## src/rtl/ram_arbiter_2port.sv

```systemverilog
// Two-port arbiter in front of a single byte-writable synchronous RAM; one access in flight.
// Define RAM_ARB_FIXED_PRIO_EN for fixed port-0 priority instead of round-robin.
module ram_arbiter_2port #(
    parameter int unsigned ADDR_W = 13,
    parameter int unsigned DATA_W = 32
) (
    input  logic              clk,
    input  logic              reset_b,

    input  logic              req0,
    input  logic              rnw0,
    input  logic [ADDR_W-1:0] addr0,
    input  logic [DATA_W-1:0] wdata0,
    input  logic [3:0]        be0_b,
    output logic              ack0,
    output logic              rvalid0,

    input  logic              req1,
    input  logic              rnw1,
    input  logic [ADDR_W-1:0] addr1,
    input  logic [DATA_W-1:0] wdata1,
    input  logic [3:0]        be1_b,
    output logic              ack1,
    output logic              rvalid1,

    output logic [DATA_W-1:0] rdata,
    output logic              busy,

    output logic [ADDR_W-1:0] ram_address,
    output logic [DATA_W-1:0] ram_din,
    output logic              ram_rnw,
    output logic [3:0]        ram_cs_b,
    input  logic [DATA_W-1:0] ram_dout
);

    typedef enum logic [1:0] {StIdle, StAccess, StRdata} state_t;

    state_t            state;
    logic              last_grant;
    logic              any_req;
    logic              win;
    logic              sel_rnw;
    logic [ADDR_W-1:0] sel_addr;
    logic [DATA_W-1:0] sel_wdata;
    logic [3:0]        sel_be_b;

    assign rdata = ram_dout;
    assign busy  = (state != StIdle);

    always_comb begin
        any_req = req0 | req1;
`ifdef RAM_ARB_FIXED_PRIO_EN
        win = ~req0;
`else
        // On contention the port that did not win last time is served.
        if (req0 && req1) begin
            win = ~last_grant;
        end else begin
            win = req1;
        end
`endif
        sel_rnw   = win ? rnw1   : rnw0;
        sel_addr  = win ? addr1  : addr0;
        sel_wdata = win ? wdata1 : wdata0;
        sel_be_b  = win ? be1_b  : be0_b;
    end

    always_ff @(posedge clk or negedge reset_b) begin
        if (!reset_b) begin
            state       <= StIdle;
            last_grant  <= 1'b1;
            ack0        <= 1'b0;
            ack1        <= 1'b0;
            rvalid0     <= 1'b0;
            rvalid1     <= 1'b0;
            ram_address <= '0;
            ram_din     <= '0;
            ram_rnw     <= 1'b1;
            ram_cs_b    <= 4'hF;
        end else begin
            case (state)
                StIdle: begin
                    if (any_req) begin
                        state       <= StAccess;
                        ram_address <= sel_addr;
                        ram_din     <= sel_wdata;
                        ram_rnw     <= sel_rnw;
                        ram_cs_b    <= sel_rnw ? 4'h0 : sel_be_b;
                        ack0        <= ~win;
                        ack1        <= win;
                        last_grant  <= win;
                    end
                end
                StAccess: begin
                    // ram_rnw and ack still describe the command being issued this cycle.
                    ack0     <= 1'b0;
                    ack1     <= 1'b0;
                    ram_cs_b <= 4'hF;
                    ram_rnw  <= 1'b1;
                    if (ram_rnw) begin
                        state   <= StRdata;
                        rvalid0 <= ack0;
                        rvalid1 <= ack1;
                    end else begin
                        state <= StIdle;
                    end
                end
                StRdata: begin
                    rvalid0 <= 1'b0;
                    rvalid1 <= 1'b0;
                    state   <= StIdle;
                end
                default: state <= StIdle;
            endcase
        end
    end

endmodule

```

## config.mk

```make
export PLATFORM = sky130hd
export DESIGN_NAME = ram_arbiter_2port
export DESIGN_NICKNAME = d
export VERILOG_FILES = /design/src/rtl/ram_arbiter_2port.sv
export SDC_FILE = /design/constraint.sdc
export NUM_CORES = 1
export LEC_CHECK = 0
export ABC_AREA = 1
export CAP_MARGIN = 40
export CELL_PAD_IN_SITES_DETAIL_PLACEMENT = 1
export CELL_PAD_IN_SITES_GLOBAL_PLACEMENT = 1
export CORE_MARGIN = 5
export CORE_UTILIZATION = 25
export CTS_BUF_LIST = sky130_fd_sc_hd__clkbuf_16
export CTS_CLUSTER_DIAMETER = 100
export DETAILED_ROUTE_END_ITERATION = 7
export MAX_ROUTING_LAYER = met4
export PLACE_DENSITY = 0.89
export SYNTH_ARGS = -nofsm -noshare
export SYNTH_HDL_FRONTEND = slang
export SYNTH_SLANG_ARGS = --single-unit
```

## constraint.sdc

```tcl
create_clock -name clk -period 2.1 [get_ports clk]
set_input_delay 0.63 -clock clk [delete_from_list [all_inputs] [get_ports clk]]
set_output_delay 0.63 -clock clk [all_outputs]
set_load 0.005 [all_outputs]
```

==> results.sh, run 1 <==
export IMPL_syn_area_um2=3090
export IMPL_die_height_um=121
export IMPL_synth_top_cell_area_share_pct=41.2
export IMPL_synth_area_top_cells="dfrtp_1 41%, nand2_1 19%, o211ai_1 11%"
export IMPL_cp_max_fo=3
export IMPL_finalCriticalPeriod_ps=2010
export IMPL_clockBufferDepth=2
export IMPL_grt_max_degree=41
export IMPL_io_buffer_count=158
export IMPL_synth_simple_gate_area_share_pct=22.5
export IMPL_wl_um=10800
export IMPL_maxSlewViolCount=0
export IMPL_path_clk_slew_ps=50
export IMPL_p_per_area_nw_per_um2=1300
export IMPL_num_io_pins=223
export IMPL_drc=0
export IMPL_worstSetupPathType="reg -> out"
export IMPL_stdcell_area_um2=4950
export IMPL_synth_nets=531
export IMPL_slowest_delay_ps=530
export IMPL_cts_num_sinks=57
export IMPL_initial_core_util_pct=25.7
export IMPL_dp_hpwl_um=8490
export IMPL_synthAdderAreaFrac_pct=0
export IMPL_path_delay_family="flip-flops"
export IMPL_rsz0062_at_grt="no"
export IMPL_ys_async_sr_fraction_pct=100
export IMPL_clk_latency_ps=320
export IMPL_antenna_found_initial=0
export IMPL_hp_class="in -> async"
export IMPL_final_layout_size_suffix_gt1_share_pct=6.99
export IMPL_vias=3105
export IMPL_worstMarginPinSlew_ps=509
export IMPL_synth_xor_area_share_pct=0
export IMPL_ir_drop_uv=400
export IMPL_syn_to_final_growth_pct=59.9
export IMPL_die_w_um=121
export IMPL_clock_skew_ps=5.18
export IMPL_end_kind="output pin"
export IMPL_finalHoldViolCount=0
export IMPL_ys_types=15
export IMPL_critPathSlowestCell="dfstp_2"
export IMPL_synth_compound_area_share_pct=12.5
export IMPL_critPathRequiredTime_ps=1470
export IMPL_synth_edf_count=0
export IMPL_dr_pass1_iters=4
export IMPL_cts_tree="built"
export IMPL_grt_met3_usage_pct=5.27
export IMPL_synth_top_family_by_area="simple AND/OR/NAND/NOR gates"
export IMPL_routed_via_density=4.45
export IMPL_wire_per_inst_um=15.4
export IMPL_gp_congestion=0.805
export IMPL_startpoint_type="register"
export IMPL_hold_buffers=0
export IMPL_r2r_slack_ps=740
export IMPL_htreeDepth=3
export IMPL_coreArea_um2=12100
export IMPL_worst_path_buf_inv=1
export IMPL_first_iter_violations=88
export IMPL_synth_avg_cell_area_um2=7.83
export IMPL_grt_pass1_vias=3442
export IMPL_max_cap_violations=0
export IMPL_leakage_nw=2.39
export IMPL_synth_ff_type="dfrtp_1"
export IMPL_ant_nets=0
export IMPL_regToRegStartpoint="last_grant"
export IMPL_critPathLaunch="ram_rnw"
export IMPL_crit_chain="clkdlybuf4s50_1"
export IMPL_setup_viol=0
export IMPL_arrival_ps=1380
export IMPL_clockRootBuffer="clkbuf_16"
export IMPL_grt_busiest_layer="met2"
export IMPL_synth_seq_cells=57
export IMPL_r2r_cells=6
export IMPL_cts_made_buffers=9
export IMPL_yosysWarnings=0
export IMPL_grt_pass1_wl_um=17100
export IMPL_postCtsSetupBuffers=0
export IMPL_diodes=0
export IMPL_max_slew_margin_rel_pct=66.0
export IMPL_rows=40
export IMPL_yosysMostFrequentCell="nand2_1"
export IMPL_dieArea_um2=14700
export IMPL_synth_seq_area_share_pct=46.3
export IMPL_r2r_end="ram_address[6]"
export IMPL_track_usage_pct=15.3
export IMPL_setup_tns_final_ps=0
export IMPL_status="completed"
export IMPL_grt_use_met1_pct=17.2
export IMPL_num_nets_final=660
export IMPL_max_freq_mhz=497
export IMPL_grt_overflow=0
export IMPL_synthMuxAreaShare_pct=0
export IMPL_grt_use_met2_pct=25.1
export IMPL_yosys_area_top_type="dfrtp_1"
export IMPL_synth_cells=395
export IMPL_place_area_um2=4690
export IMPL_synth_commonest_cells="158 x nand2_1, 53 x inv_1, 51 x dfrtp_1"
export IMPL_fin_crit_sh_pct=95.8
-- how the worst max path moves through the flow --
| stage | end | slack (ps) | cells after the start |
|---|---|---|---|
| 5_1_grt | ram_rnw | 50 | 1 |
| 3_5_place_dp | ram_address[6] | 0.8 | 7 |
| 4_1_cts | busy | 50 | 3 |
| 2_1_floorplan | ram_address[0] | 650 | 6 |
| 6_report | ram_rnw | 90 | 1 |
| 3_3_place_gp | ram_din[7] | 60 | 6 |
-- flip-flops by register name, indices dropped and copies added (netlist names), 2 cells and up --
register	cells
ram_address	13
ram_din	32
state	2
ram_cs_b	4
-- repair_timing --
| action | 4_1_cts | 5_1_grt |
|---|---|---|
| pin swaps | 0 | 0 |
| gates resized for setup | 1 | 1 |
| endpoints found under the setup margin | 1 | 1 |
-- where the power goes --
part | switching [mW] | leakage (nW) | internal (mW)
logic | 1.42 | 1.57 | 1.71
registers | 0.339 | 0.684 | 1.70
clock network | 0.479 | 0.136 | 0.772
total | 2.24 | 2.39 | 4.18
-- metal layers --
| metal | up-vias | part of all wire [%] |
|---|---|---|
| met3 | 27 | 8.5 |
| met1 | 1460 | 41 |
| met5 | - | 0 |
| li1 | 1468 | - |
| met2 | 150 | 48 |
| met4 | 0 | 2.2 |
-- cell families after synthesis --
kind of cell | Yosys count
AOI/OAI and AO/OA | 54
buffers and inverters | 106
DFF | 57
and+or+nand+nor | 178
-- through the flow --
step	setup slack [ps]	power [mW]	instances	util [%]	hold WS, ps
global route	45.6	6.94	697	41.0	351
global placement	58.7	5.09	681	38.9	462
floorplan	647	3.37	395	-	334
CTS	45.3	6.55	697	41.0	333
finish	88.7	6.42	697	41.0	326
detailed placement	0.777	5.24	681	38.9	472
-- layout make-up --
type	count	area, µm²
clock inverter	7	30.0
timing repair buffer	171	1750
inverter	53	199
clock buffer	9	225
multi-input combinational	232	1100
tap	168	210
fill	1438	7110
sequential	57	1430
-- placed cells by master, fill, tap and decap left out, drive strengths merged --
cell type      synthesis  routed
nand3                 12      12
clkinv                 0       5
a21oi                  5       5
nor2                   6       6
clkdlybuf4s50          0     156
dfstp                  6       6
dfrtp                 51      51
nand2                160     160
inv                   53      55
o21ai                  4       4
o211ai                45      45
buf                   53      14
dlymetal6s2s           0       1
clkbuf                 0       9
No activity file was read; power rests on OpenSTA's default activity.
==> run 2, diff against run 1 <==
Settings changed: CORE_ASPECT_RATIO set to 1.5.
==> run 2 against run 1 <==
  * Total power shrank 0.34%
  * Highest routed layer unchanged
  * First-iteration DRC count down 28%
  * Clock-buffer cell count did not move
  * Critical endpoint is now ram_cs_b[2]
==> results.sh, run 2 (same netlist as run 1, synthesis figures left out) <==
export IMPL_diodes=0
export IMPL_crit_chain="clkdlybuf4s50_1"
export IMPL_slowest_delay_ps=540
export IMPL_r2r_end="ram_address[4]"
export IMPL_end_kind="output pin"
export IMPL_dp_hpwl_um=8480
export IMPL_layout_cells_non_filler=681
export IMPL_dr_pass1_iters=4
export IMPL_path_delay_family="buffers and inverters"
export IMPL_regMostFlops="ram_din"
export IMPL_hold_buffers=0
export IMPL_hp_class="in -> async"
export IMPL_whs_ps=308
export IMPL_syn_to_final_growth_pct=59.0
export IMPL_io_buffer_count=158
export IMPL_die_height_um=146
export IMPL_finalHoldViolCount=0
export IMPL_grt_max_degree=58
export IMPL_gp_congestion=0.778
export IMPL_final_layout_size_suffix_gt1_share_pct=6.82
export IMPL_r2r_cells=6
export IMPL_critPathLaunch="ram_cs_b[2]"
export IMPL_max_slew_margin_rel_pct=64.9
export IMPL_p_per_area_nw_per_um2=1300
export IMPL_grt_pass1_vias=3492
export IMPL_startpoint_type="register"
export IMPL_crit_path_end="ram_cs_b[2]"
export IMPL_regToRegStartpoint="last_grant"
export IMPL_wire_per_inst_um=16.2
export IMPL_worst_slack_ps=82.8
export IMPL_coreArea_um2=12100
export IMPL_max_cap_violations=0
export IMPL_final_cell_mix="157 x nand2_1, 154 x clkdlybuf4s50_1, 55 x inv_1, 51 x dfrtp_1, 45 x o211ai_1"
export IMPL_stdcell_area_um2=4920
export IMPL_htreeDepth=3
export IMPL_setup_viol=0
export IMPL_worstMarginPinSlew_ps=524
export IMPL_worstSetupPathType="reg -> out"
export IMPL_fin_crit_sh_pct=96.1
export IMPL_setup_tns_final_ps=0
export IMPL_path_clk_slew_ps=50
export IMPL_rows=49
export IMPL_grt_overflow=0
export IMPL_postCtsSetupBuffers=0
export IMPL_clock_skew_ps=5.15
export IMPL_ir_drop_uv=555
export IMPL_wl_um=11000
export IMPL_maxSlewViolCount=0
export IMPL_place_area_um2=4660
export IMPL_initial_core_util_pct=25.6
export IMPL_routed_via_density=4.58
export IMPL_first_iter_violations=63
export IMPL_antenna_found_initial=0
export IMPL_num_nets_final=659
export IMPL_cts_tree="built"
export IMPL_ctsResizeCount=2
export IMPL_reg_top3="ram_din (32), ram_address (13), ram_cs_b (4)"
export IMPL_clk_latency_ps=320
export IMPL_vias=3117
export IMPL_num_io_pins=223
export IMPL_status="completed"
export IMPL_cts_made_buffers=9
export IMPL_die_w_um=101
export IMPL_critPathRequiredTime_ps=1470
export IMPL_worst_path_buf_inv=1
export IMPL_pre_cts_slack_ps=12.8
export IMPL_track_usage_pct=15.5
export IMPL_post_place_cells=665
export IMPL_finalCriticalPeriod_ps=2020
export IMPL_final_common_cell="nand2_1"
export IMPL_rsz0062_at_grt="no"
export IMPL_clockRootBuffer="clkbuf_16"
export IMPL_r2r_slack_ps=760
export IMPL_drc=0
export IMPL_clockBufferDepth=2
export IMPL_cp_depth=1
export IMPL_largest_reg_flops=32
export IMPL_grt_pass1_wl_um=17300
export IMPL_cts_num_sinks=57
export IMPL_dieArea_um2=14700
export IMPL_ant_nets=0
export IMPL_max_freq_mhz=496
export IMPL_cp_max_fo=2
export IMPL_critPathSlowestCell="clkdlybuf4s50_1"
export IMPL_leakage_nw=2.39
export IMPL_arrival_ps=1390
==> run 2: area by class of cell <==
type                    instances  area (µm²)
flip-flops and latches         57        1430
inverters                      53         199
multi-input cells             232        1100
fillers                      1442        7160
clock buffers                   9         225
repair buffers                170        1740
well taps                     153         191
clock inverters                 7        30.0
==> run 2: worst min path at each step <==
stage                              start        endpoint  cells after the start
after floorplan                  reset_b            ack0                      0
after global placement       ram_din[18]     ram_din[18]                      2
after detailed placement  ram_address[3]  ram_address[3]                      2
after CTS                        reset_b     ram_din[13]                      2
after global routing             reset_b     ram_din[12]                      2
final                            reset_b     ram_din[16]                      2
==> run 2: layer usage <==
metal  routed length [µm]  part of all wire (%)  vias to the layer above  track usage [%]
li1                     -                     -                     1460                -
met1                 3920                    36                     1481             15.7
met2                 5770                    52                      123             26.3
met3                  699                   6.4                       53             3.82
met4                  617                   5.6                        0             9.84
met5                    0                     0                        -                -
==> run 2: power by group <==
group          total (mW)  internal [mW]  switching (mW)
Clock                1.26          0.772           0.492
Sequential           2.03           1.70           0.323
Combinational        3.11           1.66            1.45
==> run 2: through the flow <==
step	total power, mW	utilization (%)
after global placement	5.06	38.6
final	6.40	40.7
after floorplan	3.37	-
after CTS	6.54	40.7
after detailed placement	5.22	38.6
after global routing	6.90	40.7
